`config.mk`:
```
export PLATFORM = sky130hd
export DESIGN_NAME = axis_skid_buf
export DESIGN_NICKNAME = d
export VERILOG_FILES = /design/src/rtl/axis_skid_buf.sv
export SDC_FILE = /design/constraint.sdc
export NUM_CORES = 1
export LEC_CHECK = 0
export BUFFER_PORTS_ARGS = -buffer_cell sky130_fd_sc_hd__buf_2
export CAP_MARGIN = 20
export CORE_MARGIN = 3
export CORE_UTILIZATION = 48
export DETAILED_ROUTE_END_ITERATION = 12
export PLACE_DENSITY = 0.75
export SLEW_MARGIN = 25
export SYNTH_ARGS = -nofsm -noshare
export SYNTH_HDL_FRONTEND = slang
export SYNTH_SLANG_ARGS = --single-unit
```
`constraint.sdc`:
```
create_clock -name aclk -period 1.8 [get_ports aclk]
set_input_delay 0.36 -clock aclk [delete_from_list [all_inputs] [get_ports aclk]]
set_output_delay 0.36 -clock aclk [all_outputs]
set_load 0.02 [all_outputs]
```
`src/rtl/axis_skid_buf.sv`:
```
// axis_skid_buf: two-entry AXI-Stream register slice with registered tdata/tlast/tvalid and tready.
// Define AXIS_SKID_BUF_TUSER_EN to add a USER_WIDTH-wide tuser sideband carried alongside tlast.
module axis_skid_buf #(
    parameter int DATA_WIDTH = 16,
    parameter int USER_WIDTH = 1
) (
    input  logic                  aclk,
    input  logic                  aresetn,
    input  logic [DATA_WIDTH-1:0] s_axis_tdata,
    input  logic                  s_axis_tvalid,
    output logic                  s_axis_tready,
    input  logic                  s_axis_tlast,
`ifdef AXIS_SKID_BUF_TUSER_EN
    input  logic [USER_WIDTH-1:0] s_axis_tuser,
    output logic [USER_WIDTH-1:0] m_axis_tuser,
`endif
    output logic [DATA_WIDTH-1:0] m_axis_tdata,
    output logic                  m_axis_tvalid,
    output logic                  m_axis_tlast,
    input  logic                  m_axis_tready
);
`ifdef AXIS_SKID_BUF_TUSER_EN
    localparam bit USER_EN = 1'b1;
`else
    localparam bit USER_EN = 1'b0;
`endif
    localparam int PW = DATA_WIDTH + 1 + (USER_EN ? USER_WIDTH : 0);

    typedef enum logic [1:0] {EMPTY, ONE, FULL} state_t;

    state_t        state, state_nxt;
    logic [PW-1:0] in_pl, out_q, skid_q;
    logic          m_valid_q, s_ready_q;
    logic          xfer_in, xfer_out, load_in, load_skid, load_pop;

`ifdef AXIS_SKID_BUF_TUSER_EN
    assign in_pl        = {s_axis_tuser, s_axis_tlast, s_axis_tdata};
    assign m_axis_tuser = out_q[PW-1 -: USER_WIDTH];
`else
    assign in_pl        = {s_axis_tlast, s_axis_tdata};
`endif
    assign m_axis_tdata  = out_q[DATA_WIDTH-1:0];
    assign m_axis_tlast  = out_q[DATA_WIDTH];
    assign m_axis_tvalid = m_valid_q;
    assign s_axis_tready = s_ready_q;
    assign xfer_in       = s_axis_tvalid & s_ready_q;
    assign xfer_out      = m_valid_q & m_axis_tready;

    always_comb begin
        state_nxt = state;
        load_in   = 1'b0;
        load_skid = 1'b0;
        load_pop  = 1'b0;
        case (state)
            EMPTY: begin
                state_nxt = xfer_in ? ONE : EMPTY;
                load_in   = xfer_in;
            end
            ONE: begin
                state_nxt = xfer_in ? (xfer_out ? ONE : FULL) : (xfer_out ? EMPTY : ONE);
                load_in   = xfer_in & xfer_out;
                load_skid = xfer_in & ~xfer_out;
            end
            FULL: begin
                state_nxt = xfer_out ? ONE : FULL;
                load_pop  = xfer_out;
            end
            default: state_nxt = EMPTY;
        endcase
    end

    // Ready and valid are registered from the next state so neither port sees a combinational path.
    always_ff @(posedge aclk or negedge aresetn) begin
        if (!aresetn) begin
            state     <= EMPTY;
            m_valid_q <= 1'b0;
            s_ready_q <= 1'b0;
            out_q     <= '0;
            skid_q    <= '0;
        end else begin
            state     <= state_nxt;
            m_valid_q <= state_nxt != EMPTY;
            s_ready_q <= state_nxt != FULL;
            if (load_in)
                out_q <= in_pl;
            else if (load_pop)
                out_q <= skid_q;
            if (load_skid)
                skid_q <= in_pl;
        end
    end
endmodule

```
# == Word level (Yosys, flattened, before mapping) ==
# Cells that the tools add are included.
# word_totals
input_bits,21
out_inout_bits,19
word_cells,26
regBits,38
# classes
n_eq_ne,3
n_mux,10
reduce_logical,3
bitwise,5
# ops
operator,n
2-to-1 mux 17 bit,2
one-hot mux 2 bit (3 select lines),1
bitwise AND 1 bit,4
2-to-1 mux 1 bit,4
2-to-1 mux 2 bit,2
nonzero test 2 bit,2
== test 2 x 1 -> 1 bit (second input constant),1
== test 2 bit (second input constant),1
logical NOT 2 bit,1
!= test 2 bit (second input constant),1
one-hot mux 1 bit (2 select lines),1
NOT 1 bit,1

# == Logic depth before layout (Yosys ltp) ==
# Gate-level depths: netlist of the first run.
# depth
ltp_word,5
mapped_depth,7
ltp_nobuf,6

# == Worst setup path before layout of the first run ==
# No wires, ideal clock.
# synth_path
kind,reg2reg
from,reg m_valid_q (netlist: m_axis_tvalid)
to,reg out_q[7]
setup_time_ns,0.125
stages_incl_launch_ff,8
slack_ns,-0.057
arrival_time_ns,1.733
required_time_ns,1.675
synth_period_minus_slack_ns,1.857
path_buffers,1
path_cell_list,dfrtp_1 -> nand2_1 -> inv_1 -> ha_1 -> and2_1 -> o21bai_4 -> buf_6 -> mux2_2
# synth_between
elab_chain_len,4
word_cells_on_any_way,6
cone_classes,mux: 3; bitwise: 2; reduce/logical: 1
# synth_rtl
item,line,source
from (decl),33,"logic m_valid_q, s_ready_q;"
from (signal assigned),76,m_valid_q <= 1'b0;
from (signal assigned),82,m_valid_q <= state_nxt != EMPTY;
bitwise AND 1 bit *,47,assign xfer_out = m_valid_q & m_axis_tready;
bitwise AND 1 bit,61,load_in = xfer_in & xfer_out;
one-hot mux 1 bit (2 select lines),54,case (state)
2-to-1 mux 17 bit / nonzero test 2 bit (equally long branches),--,
to (signal assigned),85,out_q <= in_pl;
to (signal assigned),87,out_q <= skid_q;
to (decl),32,"logic [PW-1:0] in_pl, out_q, skid_q;"
# Mark *: on every way between the ends. The rest lies on a longest branch, timed or not.
# A chain may end at the register's enable or synchronous reset.

# == Worst setup path in the final report of the first run ==
# layout_path
from,reg s_ready_q (netlist: s_axis_tready)
to,reg out_q[16]
# layout_between
elab_chain_len,4
word_cells_on_any_way,5
cone_classes,mux: 2; bitwise: 2; reduce/logical: 1
# layout_rtl
item,line,source
from (decl),33,
from (signal assigned),77,s_ready_q <= 1'b0;
from (signal assigned),83,s_ready_q <= state_nxt != FULL;
bitwise AND 1 bit *,46,assign xfer_in = s_axis_tvalid & s_ready_q;
bitwise AND 1 bit,61,
one-hot mux 1 bit (2 select lines) *,54,
2-to-1 mux 17 bit / nonzero test 2 bit (equally long branches),--,
# Marks and branches as above.

==> metrics.md, run 1 <==
| Metric | Value |
|---|---|
| First-pass DRT Iterations | 4 |
| Max incr delay on CP | 410 ps |
| Cell depth of the worst flop-to-flop path | 6 |
| Pin count of the biggest net entering global routing | 28 |
| Placed Area | 2080 um2 |
| Largest family of logic cells by synthesized area | multiplexers |
| Area growth syn-to-layout | 25.8% |
| Std-Cell Rows | 21 |
| WL/cell | 15.9 um |
| Area leader, netlist | dfrtp_1 |
| Synth Area in Simple Gates | 4.09% |
| Gp weighted congestion | 0.704 |
| Grt peak-use layer | met2 |
| Non-Filler Instances | 210 |
| Total CTS buffers | 5 |
| Yosys synthesis warning count | 0 |
| Vias in the first global route | 1128 |
| Startpoint Class | flop |
| Status | finished, final reports clean |
| FILL cells | 278 |
| Arrival @ worst endpoint | 1890 ps |
| Num ports | 40 |
| Upper clock frequency limit | 581 MHz |
| Post-Synth Adder-Cell Area | 1.41% |
| CP Max Fanout | 5 |
| Critical path's most frequent cell | and2_4 |
| Final hold violations | 0 |
| Clk pin slew, worst setup/hold paths | 70 ps |
| Post-layout minimum cycle time | 1720 ps |
| Die X | 66.8 um |
| Slew headroom | 60.3% |
| Max-cap check violation count | 0 |
| Clock Tree Buf Depth | 2 |
| Sequential share of the synthesized area | 53.6% |
| PortBufs | 39 |
| TritonCTS clock tree | yes |
| H-Tree Depth | 2 |
| Post-DRT Antenna Nets | 0 |
| N_diodes | 0 |
| Gr usage total | 17.0% |
| Power Dens Cells | 1850 nW/um2 |
| Layout cells sized above 1 | 68.9% |
| Clock Latency Late Sink | 280 ps |
| Initial antenna violation count | 0 |
| Area share of the largest cell type after synthesis | 53.6% |
| Synthesized Nets | 134 |
| Critical Path Start | s_axis_tready |
| Period utilization | 95.6% |
| DP Wirelength | 2400 um |
| CP Cell Sequence | and2_4 -> ha_1 -> and2_4 -> o21bai_4 -> clkbuf_16 -> mux2_4 |
| Post-synth cell types | 18 |
| DP Cell Count | 198 |
| WS Path Type | reg2reg |
| Syn Area/Cell | 16.0 um2 |
| Post-route cell area | 2230 um2 |
| Worst Path Required | 1970 ps |
| Synth Register Bits | 38 |
| Initial core utilization | 51.6% |
| Root Driver | clkbuf_8 |
| Die area | 4460 um2 |
| Core area | 3440 um2 |
| Top cells by area, synth | dfrtp_1 (54%), mux2_2 (21%), mux2_4 (15%) |
| Leak | 1.11 nW |
| Final Skew | 4.42 ps |
| Count of pins over their slew limit | 0 |
| Cell area after synthesis | 1780 um2 |
| Mux cell area share after synthesis | 36.2% |
| Congestion Overflow GR | 0 |
| Util after Layout | 64.9% |
| Synth Area in XOR/XNOR | 0% |
| Syn Inst Count | 111 |
| R2r startpoint | s_axis_tready |
| Synth Area in Compound Gates | 2.75% |
| Vias per cell | 5.02 |
| Met3 Track Usage GR | 3.88% |
| GR Util met2 | 27.5% |
| Chip Height | 66.8 um |
| Hold WC Path Type | in2async |
| Global routing usage on met1 | 21.0% |
| Slowest cell on crit path | dfrtp_2 |
| Final setup vio count | 0 |
| Layout Nets | 186 |
| Worst Setup End Kind | flop |
| Worst vdd ir | 784 uV |
| First-pass GRT wire length | 5420 um |
| DRC viols | 0 |
| Initial DRC Count | 45 |
| Slew @ Worst Pin | 596 ps |
| CTS sink cnt | 38 |
| Vias post-DR | 1055 |
| Routed WL | 3330 um |
[path summary, 6_finish.rpt]
path                                  end  slack (ps)
worst max-delay path            out_q[16]          80
worst min-delay path            skid_q[1]          80
worst max register to register  out_q[16]          80
worst min register to register  skid_q[5]         500
max in group asynchronous       skid_q[9]        1130
min in group aclk                out_q[1]         320
[report_power, final]
| part | internal (mW) | leakage (nW) | switching [mW] |
|---|---|---|---|
| Clock | 0.312 | 0.0455 | 0.266 |
| Sequential | 1.30 | 0.446 | 0.258 |
| Combinational | 1.17 | 0.617 | 0.826 |
[per-stage QoR]
stage | hold slack, ps | setup slack (ps) | TNS, ps | power [mW]
6_report | 78.8 | 79.8 | 0 | 4.13
5_1_grt | 103 | -1.11 | -1.11 | 4.39
4_1_cts | 90.1 | 36.5 | 0 | 4.07
3_5_place_dp | 398 | 1.13 | 0 | 3.48
3_3_place_gp | 390 | 49.4 | 0 | 3.37
2_1_floorplan | 64.4 | 2.97 | 0 | 2.90
[synthesized netlist by cell type, drive strengths merged]
library cell and count:
a21oi 2, and2 2, and3b 1, buf 4, dfrtp 38, ha 2
inv 1, mux2 51, nand2 2, nand3b 2, nand4b 1, nor3 1
o21a 1, o21ai 1, o21bai 2
[placed cells by master (no fill, tap or decap), drive strengths merged]
cell    count
nor3        1
nand3b      2
o21ai       1
nand2       2
clkbuf      9
mux2       51
buf        48
a21oi       2
and3b       1
nand4b      1
o21a        1
and2        2
o21bai      2
ha          2
inv         1
dfrtp      38
[routing by layer]
metal / share of wire [%] / vias to the layer above
met3: 4.2 / 5
met5: 0 / -
met4: 1.3 / 0
met1: 41 / 523
met2: 53 / 24
li1: - / 503
[layout make-up]
class | count | area [um2] | area share (%)
Sequential cell | 38 | 953 | 42.7
Multi-Input combinational cell | 68 | 800 | 35.8
Timing Repair Buffer | 49 | 329 | 14.7
Clock buffer | 8 | 90.1 | 4.03
Tap cell | 46 | 57.6 | 2.58
Inverter | 1 | 3.75 | 0.168
[timing repair]
item / CTS / global route
gates resized for setup: 0 / 2
endpoints found under the setup margin: 0 / 15
buffers inserted: 0 / 3
hold buffers: 0 / 0
hold endpoints to repair: 0 / 0
[worst max-delay path: cells and delay by family, from the launching register on]
family,cells,cell delay (ps)
and+or+nand+nor,2,310
adders and majority gates,1,180
AOI/OAI and AO/OA,1,210
muxes,1,290
DFF,1,410
buffers and inverters,1,200
[cells by family after synthesis]
family	after synthesis
compound gates	6
fa+ha+maj	2
buf+inv	5
mux	51
simple gates	9
flops	38
[flip-flops by register name (all words and copies together), names as in the netlist]
name / cells
m_axis_tvalid: 1
out_q: 17
s_axis_tready: 1
skid_q: 17
state: 2
Note: power is estimated with default switching activity, not from simulation.
==> run 2, diff against run 1 <==
GPL_TIMING_DRIVEN = 0   (was unset)
==> run 2 against run 1 <==
  * Register-to-register slack is essentially flat
  * Flip-flop and latch count is the same
  * Hold slack gained 94 ps
  * Combinational power shrank 9%
  * Critical endpoint is now out_q[7]
  * Largest cell class unchanged
  * Largest power group unchanged
  * Highest routed layer unchanged
==> metrics.md, run 2 (synthesized netlist as in run 1, its figures left out) <==
| Metric | Value |
|---|---|
| Final hold violations | 0 (unchanged) |
| Commonest non-fill, non-tap cells in the layout | buf_2 (39), dfrtp_1 (36), mux2_2 (33) |
| R2r setup slk | 80 ps (about the same) |
| Upper clock frequency limit | 583 MHz (+0.29%) |
| Layout cells sized above 1 | 67.7% (-1.2 points) |
| N_diodes | 0 (unchanged) |
| Most common library cell in the layout ignoring fill and taps | buf_2 |
| Area growth syn-to-layout | 19.8% |
| Worst Path Required | 1970 ps (about the same) |
| Initial core utilization | 51.6% (unchanged) |
| Initial antenna violation count | 0 (unchanged) |
| Count of pins over their slew limit | 0 (unchanged) |
| CTS sink cnt | 38 (unchanged) |
| Hold buffers post-CTS | 0 (unchanged) |
| Arrival @ worst endpoint | 1880 ps (about the same) |
| Vias post-DR | 1050 (-0.47%) |
| Clock Tree Buf Depth | 2 (unchanged) |
| Num ports | 40 (unchanged) |
| Hold WC Path Type | in2async |
| Worst Setup End Kind | flop |
| WS Path Type | reg2reg |
| Die area | 4460 um2 (unchanged) |
| First-pass DRT Iterations | 4 (unchanged) |
| Pin count of the biggest net entering global routing | 39 (+39%) |
| Clk pin slew, worst setup/hold paths | 70 ps (about the same) |
| DP Wirelength | 2230 um (-7.0%) |
| Post-layout minimum cycle time | 1720 ps (-4.94 ps) |
| Routed WL | 3070 um (-7.7%) |
| Gr usage total | 15.4% (-1.5 points) |
| Core area | 3440 um2 (unchanged) |
| Root Driver | clkbuf_8 |
| WL/cell | 15.1 um (-4.9%) |
| Final setup vio count | 0 (unchanged) |
| Vias per cell | 5.15 (+2.5%) |
| DRC viols | 0 (unchanged) |
| Slew @ Worst Pin | 804 ps (+208 ps) |
| Reg area | 953 um2 (unchanged) |
| Layout Nets | 181 (-2.7%) |
| Congestion Overflow GR | 0 (unchanged) |
| Std-Cell Rows | 21 (unchanged) |
| Total CTS buffers | 5 (unchanged) |
| RSZ-0062 raised after global routing | false |
| Final Skew | 3.62 ps (-0.803 ps) |
| Vias in the first global route | 1136 (+0.71%) |
| Clock Latency Late Sink | 280 ps (about the same) |
| Largest regs | out_q: 17 flops, skid_q: 17 flops, state: 2 flops |
| Setup Total Neg Slack | 0 ps (unchanged) |
| Die X | 66.8 um (unchanged) |
| Status | finished, final reports clean |
| Overall power | 3.89 mW (-5.8%) |
| Post-DRT Antenna Nets | 0 (unchanged) |
| Slew headroom | 46.4% (-14 points) |
| First-pass GRT wire length | 5090 um (-6.1%) |
| Max-cap check violation count | 0 (unchanged) |
| Worst vdd ir | 863 uV (+10%) |
| Slowest cell on crit path | dfrtp_2 |
| H-Tree Depth | 2 (unchanged) |
| TritonCTS clock tree | yes |
| WHS | 173 ps (+94.0 ps) |
| Leak | 1.05 nW (-5.4%) |
| CP Max Fanout | 10 (+5) |
| Area of the multi-input gates | 796 um2 (-0.47%) |
| PortBufs | 39 (unchanged) |
| Startpoint Class | flop |
| Max incr delay on CP | 430 ps (+20 ps) |
| FILL cells | 272 (-2.2%) |
| CP Cell Sequence | nand2_2 -> inv_1 -> ha_1 -> and2_4 -> o21bai_4 -> buf_6 -> mux2_2 |
| Gp weighted congestion | 0.662 (-5.9%) |
| Power Dens Cells | 1830 nW/um2 (-1.1%) |
| Period utilization | 95.3% (-0.27 points) |
| Initial DRC Count | 40 (-11%) |
| Chip Height | 66.8 um (unchanged) |
run 2: changes by cell type in the layout (fill, tap and decap cells not counted), sizes merged:
cell / before / now
buf: 48 / 44
clkbuf: 9 / 7
run 2: critical path: cells and delay by family, from the launching register on:
| family | cells | cell delay (ps) |
|---|---|---|
| buf+inv | 2 | 250 |
| flops | 1 | 430 |
| compound gates | 1 | 130 |
| fa+ha+maj | 1 | 190 |
| mux | 1 | 340 |
| simple gates | 2 | 250 |
run 2: report_power, final:
part,internal [mW],switching (mW)
combinational,1.04,0.784
sequential,1.30,0.239
clock,0.266,0.262
total,2.60,1.29
run 2: timing repair:
item                                    in CTS  in global routing
endpoints found under the setup margin      18                  0
gates resized for setup                      2                  0
setup buffers                                1                  0
run 2: stage by stage:
step / cells / setup WS (ps) / area, um2 / utilization, %
4_1_cts: 204 / 71.3 / 2130 / 61.8
6_report: 204 / 84.7 / 2130 / 61.8
3_5_place_dp: 196 / -198 / 2040 / 59.2
5_1_grt: 204 / 8.58 / 2130 / 61.8
2_1_floorplan: 111 / 2.97 / 1790 / -
3_3_place_gp: 196 / -145 / 2040 / 59.2
run 2: area by class of cell:
cell class,instances,area share (%)
buffer,4,1.76
clock buffer,7,3.59
inverter,1,0.176
multi-input combinational,68,37.4
sequential,38,44.8
tap,46,2.71
timing repair buffer,40,9.53
run 2: worst paths after layout:
check | start | end | cells after the start
max in group asynchronous | aresetn | m_axis_tvalid | 1
worst max register to register | m_axis_tvalid | out_q[7] | 7
min in group aclk | s_axis_tdata[1] | out_q[1] | 2
worst min register to register | skid_q[1] | skid_q[1] | 1
worst min-delay path | aresetn | out_q[11] | 1
worst max-delay path | m_axis_tvalid | out_q[7] | 7
run 2: routing by layer:
layer	GRT usage (%)	wire length, um
met4	5.33	29
met5	0	0
met3	4.22	153
met2	26.4	1630
met1	18.7	1260
==> run 3, diff against run 2 <==
BUFFER_PORTS_ARGS = -buffer_cell sky130_fd_sc_hd__clkbuf_2   (was -buffer_cell sky130_fd_sc_hd__buf_2)
==> run 3 against run 2 <==
  * Count of clock-buffer cells in the layout unchanged
  * Critical path type unchanged
  * Register-to-register slack about the same
  * Setup slack worse by 14 ps
  * Global-route usage up 1.1 points
  * Routed wire length up 1.6%
  * Clock skew up 1.6 ps
==> metrics.md, run 3 (synthesized netlist as in run 1, its figures left out) <==
| Metric | Value |
|---|---|
| Clk pin slew, worst setup/hold paths | 70 ps (about the same) |
| First-pass GRT wire length | 5200 um (+2.2%) |
| Upper clock frequency limit | 578 MHz (-0.80%) |
| WS Path Type | reg2reg |
| Slew headroom | 68.8% (+22 points) |
| Commonest non-fill, non-tap cells in the layout | clkbuf_2 (39), dfrtp_1 (36), mux2_2 (33) |
| CP Max Fanout | 10 (unchanged) |
| Slew @ Worst Pin | 468 ps (-336 ps) |
| Routed WL | 3120 um (+1.6%) |
| Power Dens Cells | 1810 nW/um2 (-0.76%) |
| Period utilization | 96.1% (+0.77 points) |
| Post-DRT Antenna Nets | 0 (unchanged) |
| Post-layout minimum cycle time | 1730 ps (+13.9 ps) |
| Pin count of the biggest net entering global routing | 39 (unchanged) |
| Worst Path Required | 1970 ps (about the same) |
| Most common library cell in the layout ignoring fill and taps | clkbuf_2 |
| Final hold violations | 0 (unchanged) |
| Vias in the first global route | 1075 (-5.4%) |
| Clock Tree Buf Depth | 2 (unchanged) |
| Area growth syn-to-layout | 21.4% |
| H-Tree Depth | 2 (unchanged) |
| Setup Total Neg Slack | 0 ps (unchanged) |
| Gr usage total | 16.5% (+1.1 points) |
| Vias per cell | 5.16 (+0.18%) |
| Startpoint Class | flop |
| Die X | 66.8 um (unchanged) |
| Overall power | 3.91 mW (+0.53%) |
| Place WS | -194 ps (+4.19 ps) |
| Gp weighted congestion | 0.674 (+1.8%) |
| Initial core utilization | 51.6% (unchanged) |
| Final worst slack | 70.9 ps (-13.9 ps) |
| WL/cell | 15.2 um (+1.1%) |
| Non-Filler Instances | 205 (+0.49%) |
| WHS | 17.3 ps (-155 ps) |
| N_diodes | 0 (unchanged) |
| Die area | 4460 um2 (unchanged) |
| Final setup vio count | 0 (unchanged) |
| PortBufs | 39 (unchanged) |
| DRC viols | 0 (unchanged) |
| Count of pins over their slew limit | 0 (unchanged) |
| Congestion Overflow GR | 0 (unchanged) |
| Total CTS buffers | 5 (unchanged) |
| Num ports | 40 (unchanged) |
| Std-Cell Rows | 21 (unchanged) |
| Clock Latency Late Sink | 280 ps (about the same) |
| Max-cap check violation count | 0 (unchanged) |
| RSZ-0062 raised after global routing | false |
| FILL cells | 285 (+4.8%) |
| Post-route cell area | 2150 um2 (+1.3%) |
| Initial antenna violation count | 0 (unchanged) |
| Metal2 WL | 1650 um (+0.86%) |
| Arrival @ worst endpoint | 1900 ps (+20 ps) |
| Root Driver | clkbuf_8 |
| Hold buffers post-CTS | 0 (unchanged) |
| Worst Setup End Kind | flop |
| R2r setup slk | 70 ps (about the same) |
| Leak | 1.07 nW (+2.0%) |
| TritonCTS clock tree | yes |
| Metal3 WL | 135 um (-12%) |
| Layout cells sized above 1 | 67.9% (+0.20 points) |
| Util after Layout | 62.6% (+0.80 points) |
| Met1 Wirelength | 1280 um (+1.3%) |
| Vias post-DR | 1057 (+0.67%) |
| First-pass DRT Iterations | 2 (-2) |
| Chip Height | 66.8 um (unchanged) |
| Worst vdd ir | 766 uV (-11%) |
| Status | finished, final reports clean |
| DP Cell Count | 196 (unchanged) |
| DP Wirelength | 2260 um (+1.2%) |
| CTS sink cnt | 38 (unchanged) |
| Hold WC Path Type | in2async |
| Layout Nets | 182 (+0.55%) |
| Placed Area | 2040 um2 (unchanged) |
| Initial DRC Count | 29 (-28%) |
| Largest regs | out_q: 17 flops, skid_q: 17 flops, state: 2 flops |
| Core area | 3440 um2 (unchanged) |
| Final Skew | 5.27 ps (+1.65 ps) |
| Uppermost layer routed | met4 |
run 3: changes by cell type in the layout (fill, tap and decap cells not counted), sizes merged:
cell    change
clkbuf     +39
buf        -38
run 3: final timing paths:
kind / from / endpoint / depth (start not counted)
max in group asynchronous: aresetn / out_q[1] / 2
max: s_axis_tready / skid_q[14] / 6
min: aresetn / out_q[11] / 1
max reg2reg: s_axis_tready / skid_q[14] / 6
min in group aclk: s_axis_tdata[2] / out_q[2] / 2
min reg2reg: skid_q[6] / skid_q[6] / 1
run 3: area by class of cell:
cell class / count / area, um2 / share of cell area (%)
sequential: 38 / 953 / 44.3
multi-input combinational: 68 / 796 / 36.9
timing repair buffer: 41 / 230 / 10.7
clock buffer: 7 / 76.3 / 3.54
tap: 46 / 57.6 / 2.67
buffer: 4 / 37.5 / 1.74
inverter: 1 / 3.75 / 0.174
run 3: routing by layer:
| metal | global-route usage, % | vias up |
|---|---|---|
| met5 | 0 | - |
| li1 | - | 494 |
| met1 | 19.4 | 535 |
| met3 | 3.88 | 7 |
| met2 | 27.2 | 21 |
| met4 | 9.90 | 0 |
run 3: timing repair:
action,CTS,global route
buffers inserted,1,0
resized for setup,2,0
setup endpoints to repair,18,0
run 3: where the power goes:
part	leakage (nW)	internal, mW	switching (mW)	total (mW)
clock	0.0383	0.266	0.261	0.528
combinational	0.586	1.04	0.792	1.83
sequential	0.446	1.30	0.250	1.55
run 3: critical path: stages, from the launching register on:
cell      delay, ps
dfrtp_2         410
and2_4          150
ha_1            200
nand3b_1         90
buf_4           210
buf_4           210
mux2_2          350
